<file path="src/rtl/uart_receiver.sv">
// rtl/uart_receiver.sv - 8N1 UART receiver with mid-bit sampling
//
// Purpose: converts an asynchronous 8N1 serial stream on rx into a parallel
// byte. Each completed frame is reported with a one-cycle rxDone strobe, and
// right tells whether the stop bit was high.
//
// Ports:
//   clk      in   system clock, rising edge
//   rst_n    in   synchronous active-low reset
//   rxEn     in   receive enable; low forces/keeps the receiver idle
//   rx       in   asynchronous serial line, idles high
//   out_data out  last received byte (updated on every completed frame)
//   rxBusy   out  high while a frame is in progress
//   rxDone   out  one-cycle pulse when a frame completes
//   right    out  stop bit was high; valid from rxDone until next frame start
module uart_receiver #(
  parameter int CLK_FREQ     = 50_000_000,
  parameter int BAUD         = 115_200,
  parameter int CLKS_PER_BIT = CLK_FREQ / BAUD
) (
  input  logic       clk,
  input  logic       rst_n,
  input  logic       rxEn,
  input  logic       rx,
  output logic [7:0] out_data,
  output logic       rxBusy,
  output logic       rxDone,
  output logic       right
);

  localparam int CW = ($clog2(CLKS_PER_BIT) < 9) ? 9 : $clog2(CLKS_PER_BIT);
  localparam logic [CW-1:0] HALF_M1 = CW'(CLKS_PER_BIT / 2 - 1);
  localparam logic [CW-1:0] FULL_M1 = CW'(CLKS_PER_BIT - 1);

  typedef enum logic [2:0] {
    IDLE  = 3'd0,
    START = 3'd1,
    DATA  = 3'd2,
    STOP  = 3'd3,
    DONE  = 3'd4
  } state_t;

  state_t state, state_next;

  logic          sync1, sync2, prev;
  logic [CW-1:0] cnt;
  logic [2:0]    idx;
  logic [7:0]    shreg;

  logic line, fall, half_tick, full_tick;

  assign line      = sync2;
  assign fall      = prev & ~sync2;
  assign half_tick = (cnt == HALF_M1);
  assign full_tick = (cnt == FULL_M1);

  always_ff @(posedge clk) begin
    if (!rst_n) begin
      state <= IDLE;
      sync1 <= 1'b1;
      sync2 <= 1'b1;
      prev  <= 1'b1;
    end else begin
      state <= state_next;
      sync1 <= rx;
      sync2 <= sync1;
      prev  <= sync2;
    end
  end

  always_comb begin
    state_next = state;
    rxBusy     = (state != IDLE);
    rxDone     = (state == DONE);
    case (state)
      IDLE:  if (rxEn && fall) state_next = START;
      START: if (half_tick) state_next = line ? IDLE : DATA;
      DATA:  if (full_tick && idx == 3'd7) state_next = STOP;
      STOP:  if (full_tick) state_next = DONE;
      // An edge seen during DONE would be lost by the one-cycle edge detector
      // if we passed through IDLE first, so start the next frame directly.
      DONE:  state_next = (rxEn && fall) ? START : IDLE;
      default: state_next = IDLE;
    endcase
    if (!rxEn && state != IDLE) state_next = IDLE;
  end

  always_ff @(posedge clk) begin
    if (!rst_n) begin
      cnt      <= '0;
      idx      <= '0;
      shreg    <= '0;
      out_data <= '0;
      right    <= 1'b0;
    end else begin
      // The bit-period counter restarts on every state change and at each
      // data-bit sample, so every phase measures from its own entry.
      if (state == IDLE || state_next != state || (state == DATA && full_tick))
        cnt <= '0;
      else
        cnt <= cnt + 1'b1;

      if (state != DATA)
        idx <= '0;
      else if (full_tick)
        idx <= idx + 1'b1;

      if (state == DATA && full_tick)
        shreg[idx] <= line;

      if (state == STOP && state_next == DONE) begin
        out_data <= shreg;
        right    <= line;
      end else if (state_next == START && state != START) begin
        right <= 1'b0;
      end
    end
  end

endmodule

</file>
<file path="config.mk">
export PLATFORM = sky130hd
export DESIGN_NAME = uart_receiver
export DESIGN_NICKNAME = d
export VERILOG_FILES = /design/src/rtl/uart_receiver.sv
export SDC_FILE = /design/constraint.sdc
export NUM_CORES = 1
export LEC_CHECK = 0
export BUFFER_PORTS_ARGS = -buffer_cell sky130_fd_sc_hd__buf_2
export CAP_MARGIN = 20
export CORE_ASPECT_RATIO = 2
export CORE_MARGIN = 2
export CORE_UTILIZATION = 40
export DETAILED_ROUTE_END_ITERATION = 8
export PLACE_DENSITY_LB_ADDON = 0.12
export SETUP_SLACK_MARGIN = 0.1
export SYNTH_ARGS = -nofsm -noshare
export SYNTH_HDL_FRONTEND = slang
export SYNTH_SLANG_ARGS = --single-unit
</file>
<file path="constraint.sdc">
create_clock -name clk -period 3.7 [get_ports clk]
set_input_delay 0.925 -clock clk [delete_from_list [all_inputs] [get_ports clk]]
set_output_delay 0.925 -clock clk [all_outputs]
set_load 0.05 [all_outputs]
</file>
Word level (Yosys, flattened, before mapping)

Cells that the tools add are included.

Bits in read-only memories: 0
Latch bits: 0
Memory bits (writable): 0
Word-level logic and storage cells: 56
Memories kept: 0
Bits in registers: 35
Output and inout port bits: 11

Muxes and demuxes: 13
Bitwise gates (word level): 3
Equality and inequality tests: 12
Multipliers: 0
Divide/modulo/power cells: 0
Reductions and logical operators: 15
Add/sub/neg operators: 2
Order comparisons: 2
Shifts and indexed selects: 0

Operators with widths:

| kind                  | count |
|---|---|
| $mux W3               | 5 |
| $pmux W3 S5           | 1 |
| $add A9 B1 Y9 const B | 1 |
| $eq A3 B3 Y1 const B  | 3 |
| $eq A9 B8 Y1 const B  | 1 |
| $eq A9 B9 Y1 const B  | 1 |
| $bwmux W8             | 1 |
| $logic_and A1 B1 Y1   | 7 |
| $eq A3 B1 Y1 const B  | 2 |
| $eq A3 B2 Y1 const B  | 2 |
| $lt A3 B4 Y1 const B  | 1 |
| $mux W1               | 4 |
| $reduce_or A2 Y1      | 2 |
| $add A3 B1 Y3 const B | 1 |
| $demux W1 S3          | 1 |
| $ge A3 B1 Y1 const B  | 1 |
| $logic_not A3 Y1      | 1 |
| $ne A3 B1 Y1 const B  | 1 |
| $ne A3 B2 Y1 const B  | 1 |
| $ne A3 B3 Y1          | 1 |
| $reduce_bool A3 Y1    | 1 |
| $logic_or A1 B1 Y1    | 2 |
| $mux W2               | 1 |
| $not A1 Y1            | 2 |
| 3 further kinds       | 3 |

Depth between registers and ports, before layout

Gate-level depths: netlist of the first run.

Depth after elaboration: 10
Depth in mapped cells: 7

Least setup slack after synthesis of the first run

Ideal clock, no wire load.

Path type: register -> output
Start point: reg state[2]
End point: out rxDone
Stages on the path, launching flop included: 3
Setup slack: 1.206 ns
Data arrival time: 1.569 ns
Path through: dfxtp_1 > inv_2 > nor3_1

Cells in the longest elaborated chain, start to end: 1

Ends and longest elaborated chain:

| item                   | RTL line | text |
|---|---|---|
| from (decl)            | 43       | `state_t state, state_next;` |
| from (signal assigned) | 64       | `state <= state_next;` |
| $eq A3 B3 Y1           | 74       | `rxDone = (state == DONE);` |
| to (decl)              | 27       | `output logic rxDone,` |

Every way passes these cells.

Worst setup path in the final report of the first run

Ends and elaborated chain as after synthesis.

==> results.md, run 1 <==
- Max Slew Vio Count: 0
- Critical Path End Type: output pin
- Tmin final: 2.25 ns
- Buffers on Ports: 14
- Die W: 49.1 microns
- Detail Route Antenna Nets: 0
- Die area: 4620 sq um
- Critical Path Start: state[2]
- Post-DP HPWL: 2450 microns
- Proportion of layout cells with a drive suffix above 1: 0.199
- Clk root buf: clkbuf_8
- Clk buf depth: 2
- Max H-tree Level: 2
- Async set-reset flop share out of synthesis: 0
- GRT Resource Usage Total: 0.160
- Mapped Nets: 180
- Crit path launch type: flop
- Yosys reg bits: 35
- Cells after Synth: 171
- Row cnt: 32
- Fillcell total: 390
- R2R Path End: right
- Number of cells on the critical path: 3
- First DRT Iteration DRCs: 14
- Worst hold path startpoint: sync1
- Pin count of the biggest net entering global routing: 24
- R2r worst-path depth: 5
- Hold path depth: 1
- Max Cap Violations: 0
- Yosys warns: 0
- Setup-failing EPs final: 0
- Cts repair resizes: 0
- Crit Path Category: reg2out
- Nets: 195
- GPL Wtd Cong: 0.760
- Setup crit end: rxDone
- Hold WC Path Type: reg2reg
- RSZ-0062 raised after global routing: false
- Cell taking the most area after synthesis: dfxtp_1
- Worst path cell trace: inv_2 > nor3_1 > buf_2
- Worst-skew pair later-pin latency: 0.28 ns
- Hold_buf cts: 0
- WL per Instance: 13.5 microns
- Max Clk Rate: 444 MHz
- Final WL: 3200 microns
- Cell variety after synth: 38
- Seq/Total Area, Yosys: 0.431
- Final Hold Vio Count: 0
- Period Utilization, post-route: 0.609
- Post-synth top area share: 0.431
- Total power: 0.671 mW
- Delay-heaviest family, CP: flip-flops
- Worst r2r src: cnt[0]
- Remaining DRCs: 0
- Largest cells by area after synthesis: dfxtp_1 43%, mux2i_1 6.2%, nor3_2 4.3%
- Slew @ Worst Pin: 0.502 ns
- Clock sinks: 35
- Outcome: complete, no violations
- LEAKAGE: 0.699 nW
- Die Ht: 94.1 microns
- Worst path slowest cell: dfxtp_1
- PD cells: 370 nW/um^2
- Setup repair bufs after CTS: 0
- First-pass GRT wire length: 5690 microns
- Initial antenna violation count: 0
- Register clock-pin slew on the reported worst setup and hold paths: 0.07 ns
- Syn avg cell area: 9.50 sq um
- Via count of the first global-routing pass: 1319
- Final Skew: 0.00256 ns
- Setup Total Neg Slack: 0 ns
- Diodes inserted: 0
- Reg2Reg Setup Slack: 1.98 ns
- DR vias/cell: 5.22
- Via count: 1238
- Grt ovf: 0
- EDFF count, synth: 0
- Area grow syn2layout: 11.6%
- Peak supply drop: 260 uV
- CTS tree: built
- Worst Path Buf+Inv: 2
- Post-synth top flop: dfxtp_1
- DRT Pass-1 Iters: 4
- Worst relative slew slack: 0.663
- TritonCTS buffer count: 5
- Area of the core: 3880 sq um
- WP data arrival: 1.33 ns
- Starting density of the core: 0.418
- Number of placed I/O pins: 15
- Max incr delay on CP: 0.45 ns
- Synthesized area: 1630 sq um
- Worst-path maximum fanout: 10
- Worst EP required: 2.77 ns
worst min path at each step:
stage | to | slack [ns]
6_report | line | 0.41
5_1_grt | line | 0.45
4_1_cts | line | 0.41
3_5_place_dp | line | 0.40
3_3_place_gp | line | 0.39
2_1_floorplan | line | 0.39
metal layers:
metal	GRT usage	share of wire
met3	0.0414	0.028
met4	0.0905	0.029
met2	0.309	0.57
met1	0.146	0.37
met5	0	0
kinds of logic (layout without fill, tap and decap cells):
group | count (synthesis) | after routing | share of synthesized area
xor+xnor | 8 | 8 | 0.0431
mux | 10 | 10 | 0.0616
fa+ha+maj | 5 | 5 | 0.0385
compound gates | 18 | 18 | 0.0770
simple gates | 80 | 80 | 0.308
buf+inv | 15 | 30 | 0.0408
flops | 35 | 35 | 0.431
layout by cell type (no fill, tap or decap), drive strengths merged:
master | netlist | routed
o21ai | 13 | 13
a32o | 1 | 1
nor4 | 2 | 2
o311a | 1 | 1
nor3b | 1 | 1
o2bb2ai | 1 | 1
nor2 | 12 | 12
nand4 | 10 | 10
clkinv | 0 | 1
nand2b | 4 | 4
or4 | 1 | 1
and2 | 2 | 2
buf | 4 | 14
nor2b | 2 | 2
and4b | 1 | 1
nand3 | 13 | 13
dfxtp | 35 | 35
and3 | 2 | 2
nand4b | 1 | 1
and4bb | 1 | 1
xnor2 | 6 | 6
nor4b | 1 | 1
a31o | 1 | 1
nand2 | 14 | 14
mux2i | 10 | 10
ha | 5 | 5
xor2 | 2 | 2
and3b | 3 | 3
nor3 | 10 | 10
a21o | 1 | 1
clkbuf | 2 | 6
inv | 9 | 9
power breakdown:
group | internal [mW] | total (mW) | switching (mW)
logic | 0.00495 | 0.0164 | 0.0115
registers | 0.378 | 0.380 | 0.00164
clock network | 0.146 | 0.275 | 0.129
Yosys cell counts, types with 2 or more instances:
| library cell | n |
|---|---|
| dfxtp_1 | 35 |
| xnor2_1 | 6 |
| ha_1 | 5 |
| mux2i_1 | 10 |
| clkbuf_1 | 2 |
| nand2_1 | 14 |
| xor2_1 | 2 |
| o21ai_0 | 3 |
| buf_2 | 2 |
| o21ai_1 | 10 |
| nand2b_1 | 4 |
| inv_1 | 8 |
| buf_4 | 2 |
| nand4_1 | 9 |
| nor2b_1 | 2 |
| nand3_1 | 13 |
| and3_1 | 2 |
| nor3_1 | 3 |
| and3b_1 | 3 |
| nor3_2 | 7 |
| nor2_1 | 12 |
layout make-up:
cell class | instances | area [sq um] | area share
sequential | 35 | 701 | 0.386
clock inverter | 1 | 5.00 | 0.00276
inverter | 9 | 33.8 | 0.0186
timing repair buffer | 14 | 70.1 | 0.0386
clock buffer | 6 | 82.6 | 0.0455
multi-input combinational | 121 | 858 | 0.473
tap | 51 | 63.8 | 0.0352
through the flow:
| stage | worst slack, ns | util | hold WS (ns) | area (sq um) | instances |
|---|---|---|---|---|---|
| finish | 1.45 | 0.467 | 0.411 | 1810 | 237 |
| global route | 1.36 | 0.467 | 0.448 | 1810 | 237 |
| CTS | 1.44 | 0.467 | 0.412 | 1810 | 237 |
| detailed placement | 1.23 | 0.445 | 0.396 | 1730 | 230 |
| global placement | 1.32 | 0.445 | 0.395 | 1730 | 230 |
| floorplan | 1.21 | - | 0.386 | 1630 | 171 |
flip-flops by register name, summed over array words and instances, names as in the netlist:
signal and cells:
state 3, idx 3, right 1, cnt 9, out_data 8, prev 1, sync1 1, line 1
shreg 8
(Power assumes the default switching activity.)
==> inputs of run 2 (changes only) <==
==> constraint.sdc (replaced) <==
create_clock -name clk -period 2.1 [get_ports clk]
set_input_delay 0.525 -clock clk [delete_from_list [all_inputs] [get_ports clk]]
set_output_delay 0.525 -clock clk [all_outputs]
set_load 0.05 [all_outputs]
==> run 2 against run 1 <==
Compared with the run above: setup slack worse by 1.2 ns; via count is 0.48% higher; combinational power grew 84%.
==> results.md, run 2 (synthesis gave the netlist of run 1 again) <==
- Outcome: complete, no violations
- Via count of the first global-routing pass: 1287
- Clk root buf: clkbuf_8
- Worst path cell trace: nor2_1 > nand2_1 > buf_2
- Via count: 1244
- Die W: 49.1 microns
- Cts repair resizes: 0
- Register clock-pin slew on the reported worst setup and hold paths: 0.07 ns
- Placement Setup Slack: 0.348 ns
- Number of flip-flops in the largest register: 9
- WP data arrival: 1.32 ns
- Most common cell after layout, fill and taps aside: dfxtp_1
- First-pass GRT wire length: 5750 microns
- Tmin final: 1.85 ns
- Final Util: 0.470
- Worst Hold Slack: 0.411 ns
- Max Clk Rate: 541 MHz
- Worst Path Buf+Inv: 1
- Worst-skew pair later-pin latency: 0.29 ns
- Starting density of the core: 0.418
- Area of the core: 3880 sq um
- Setup-failing EPs final: 0
- Peak supply drop: 506 uV
- Nets: 196
- Max Cap Violations: 0
- Seq pwr share: 0.571
- Total power: 1.17 mW
- Remaining DRCs: 0
- Worst r2r src: cnt[0]
- Crit Path Category: reg2out
- CTS tree: built
- TritonCTS buffer count: 5
- Worst relative slew slack: 0.664
- Area after DPL: 1740 sq um
- Biggest regs: cnt: 9 flops, out_data: 8 flops, shreg: 8 flops
- DR vias/cell: 5.21
- Setup Total Neg Slack: 0 ns
- Clk buf depth: 2
- Combinational Power Share: 0.026
- Detail Route Antenna Nets: 0
- Most frequent cells in the layout: 35 x dfxtp_1, 14 x nand2_1, 14 x buf_2
- Max incr delay on CP: 0.54 ns
- Net Sw Power: 0.264 mW
- Final WL: 3260 microns
- Slew @ Worst Pin: 0.500 ns
- Critical Path Start: state[1]
- Hold_buf cts: 0
- Diodes inserted: 0
- Clock share of power: 0.403
- Delay-heaviest family, CP: flip-flops
- PD cells: 642 nW/um^2
- Period Utilization, post-route: 0.880
- Design area: 1820 sq um
- Hold WC Path Type: reg2reg
- RSZ-0062 raised after global routing: false
- Most flops, register: cnt
- Die Ht: 94.1 microns
- Switch share: 0.225
- Final Skew: 0.00350 ns
- Max H-tree Level: 2
- Worst-path maximum fanout: 10
- LEAKAGE: 0.703 nW
- Final worst slack: 0.251 ns
- Clock sinks: 35
- First DRT Iteration DRCs: 13
- Max Slew Vio Count: 0
- Initial antenna violation count: 0
- Setup repair bufs after CTS: 0
- GPL Wtd Cong: 0.754
- GRT Resource Usage Total: 0.165
- WL per Instance: 13.7 microns
- Worst path slowest cell: dfxtp_1
- Crit path launch type: flop
- Final Hold Vio Count: 0
- Die area: 4620 sq um
- Area grow syn2layout: 12.2%
- Number of placed I/O pins: 15
- Proportion of layout cells with a drive suffix above 1: 0.207
- Buffers on Ports: 14
- Cells after DPL: 231
- Non-filler cells in the finished layout: 239
- DRT Pass-1 Iters: 4
- Grt ovf: 0
- Critical Path End Type: output pin
- Worst hold path startpoint: sync1
- Worst EP required: 1.57 ns
- Pin count of the biggest net entering global routing: 23
- Row cnt: 32
- Int Pwr: 0.908 mW
- Post-DP HPWL: 2490 microns
-- run 2: cell count changes in the layout (fill, tap and decap cells not counted), sizes merged --
cell      change
buf           +1
clkinvlp      +1
-- run 2: final cells by class --
cell class / instances / area, sq um
Fill cell: 403 / 2060
Multi-Input combinational cell: 121 / 863
Sequential cell: 35 / 701
Timing Repair Buffer: 15 / 77.6
Clock buffer: 6 / 72.6
Tap cell: 51 / 63.8
Inverter: 9 / 33.8
Clock inverter: 2 / 12.5
-- run 2: worst paths after layout --
path         cells after the start     end  slack [ns]
max reg2reg                      5   right        0.38
max                              3  rxBusy        0.25
min                              1    line        0.41
min reg2reg                      1    line        0.41
-- run 2: routing by layer --
| metal | track usage | wire length [microns] | up-vias |
|---|---|---|---|
| li1 | - | - | 631 |
| met1 | 0.152 | 1200 | 591 |
| met2 | 0.311 | 1870 | 14 |
| met3 | 0.0382 | 75 | 8 |
| met4 | 0.110 | 116 | 0 |
| met5 | 0 | 0 | - |
-- run 2: worst register-to-register path: stages (launching register included) --
cell and delay [ns]:
dfxtp_1 0.43, ha_1 0.18, and4bb_2 0.26, nand4_2 0.39, nand4_1 0.25, o21ai_1 0.08
-- run 2: power groups by stage --
stage	Combinational [mW]	Sequential (mW)	Clock, mW
after CTS	0.0308	0.669	0.495
final	0.0302	0.670	0.472
after global placement	0.0302	0.685	0
after global routing	0.0338	0.670	0.524
after floorplan	0.0219	0.683	0
after detailed placement	0.0307	0.685	0
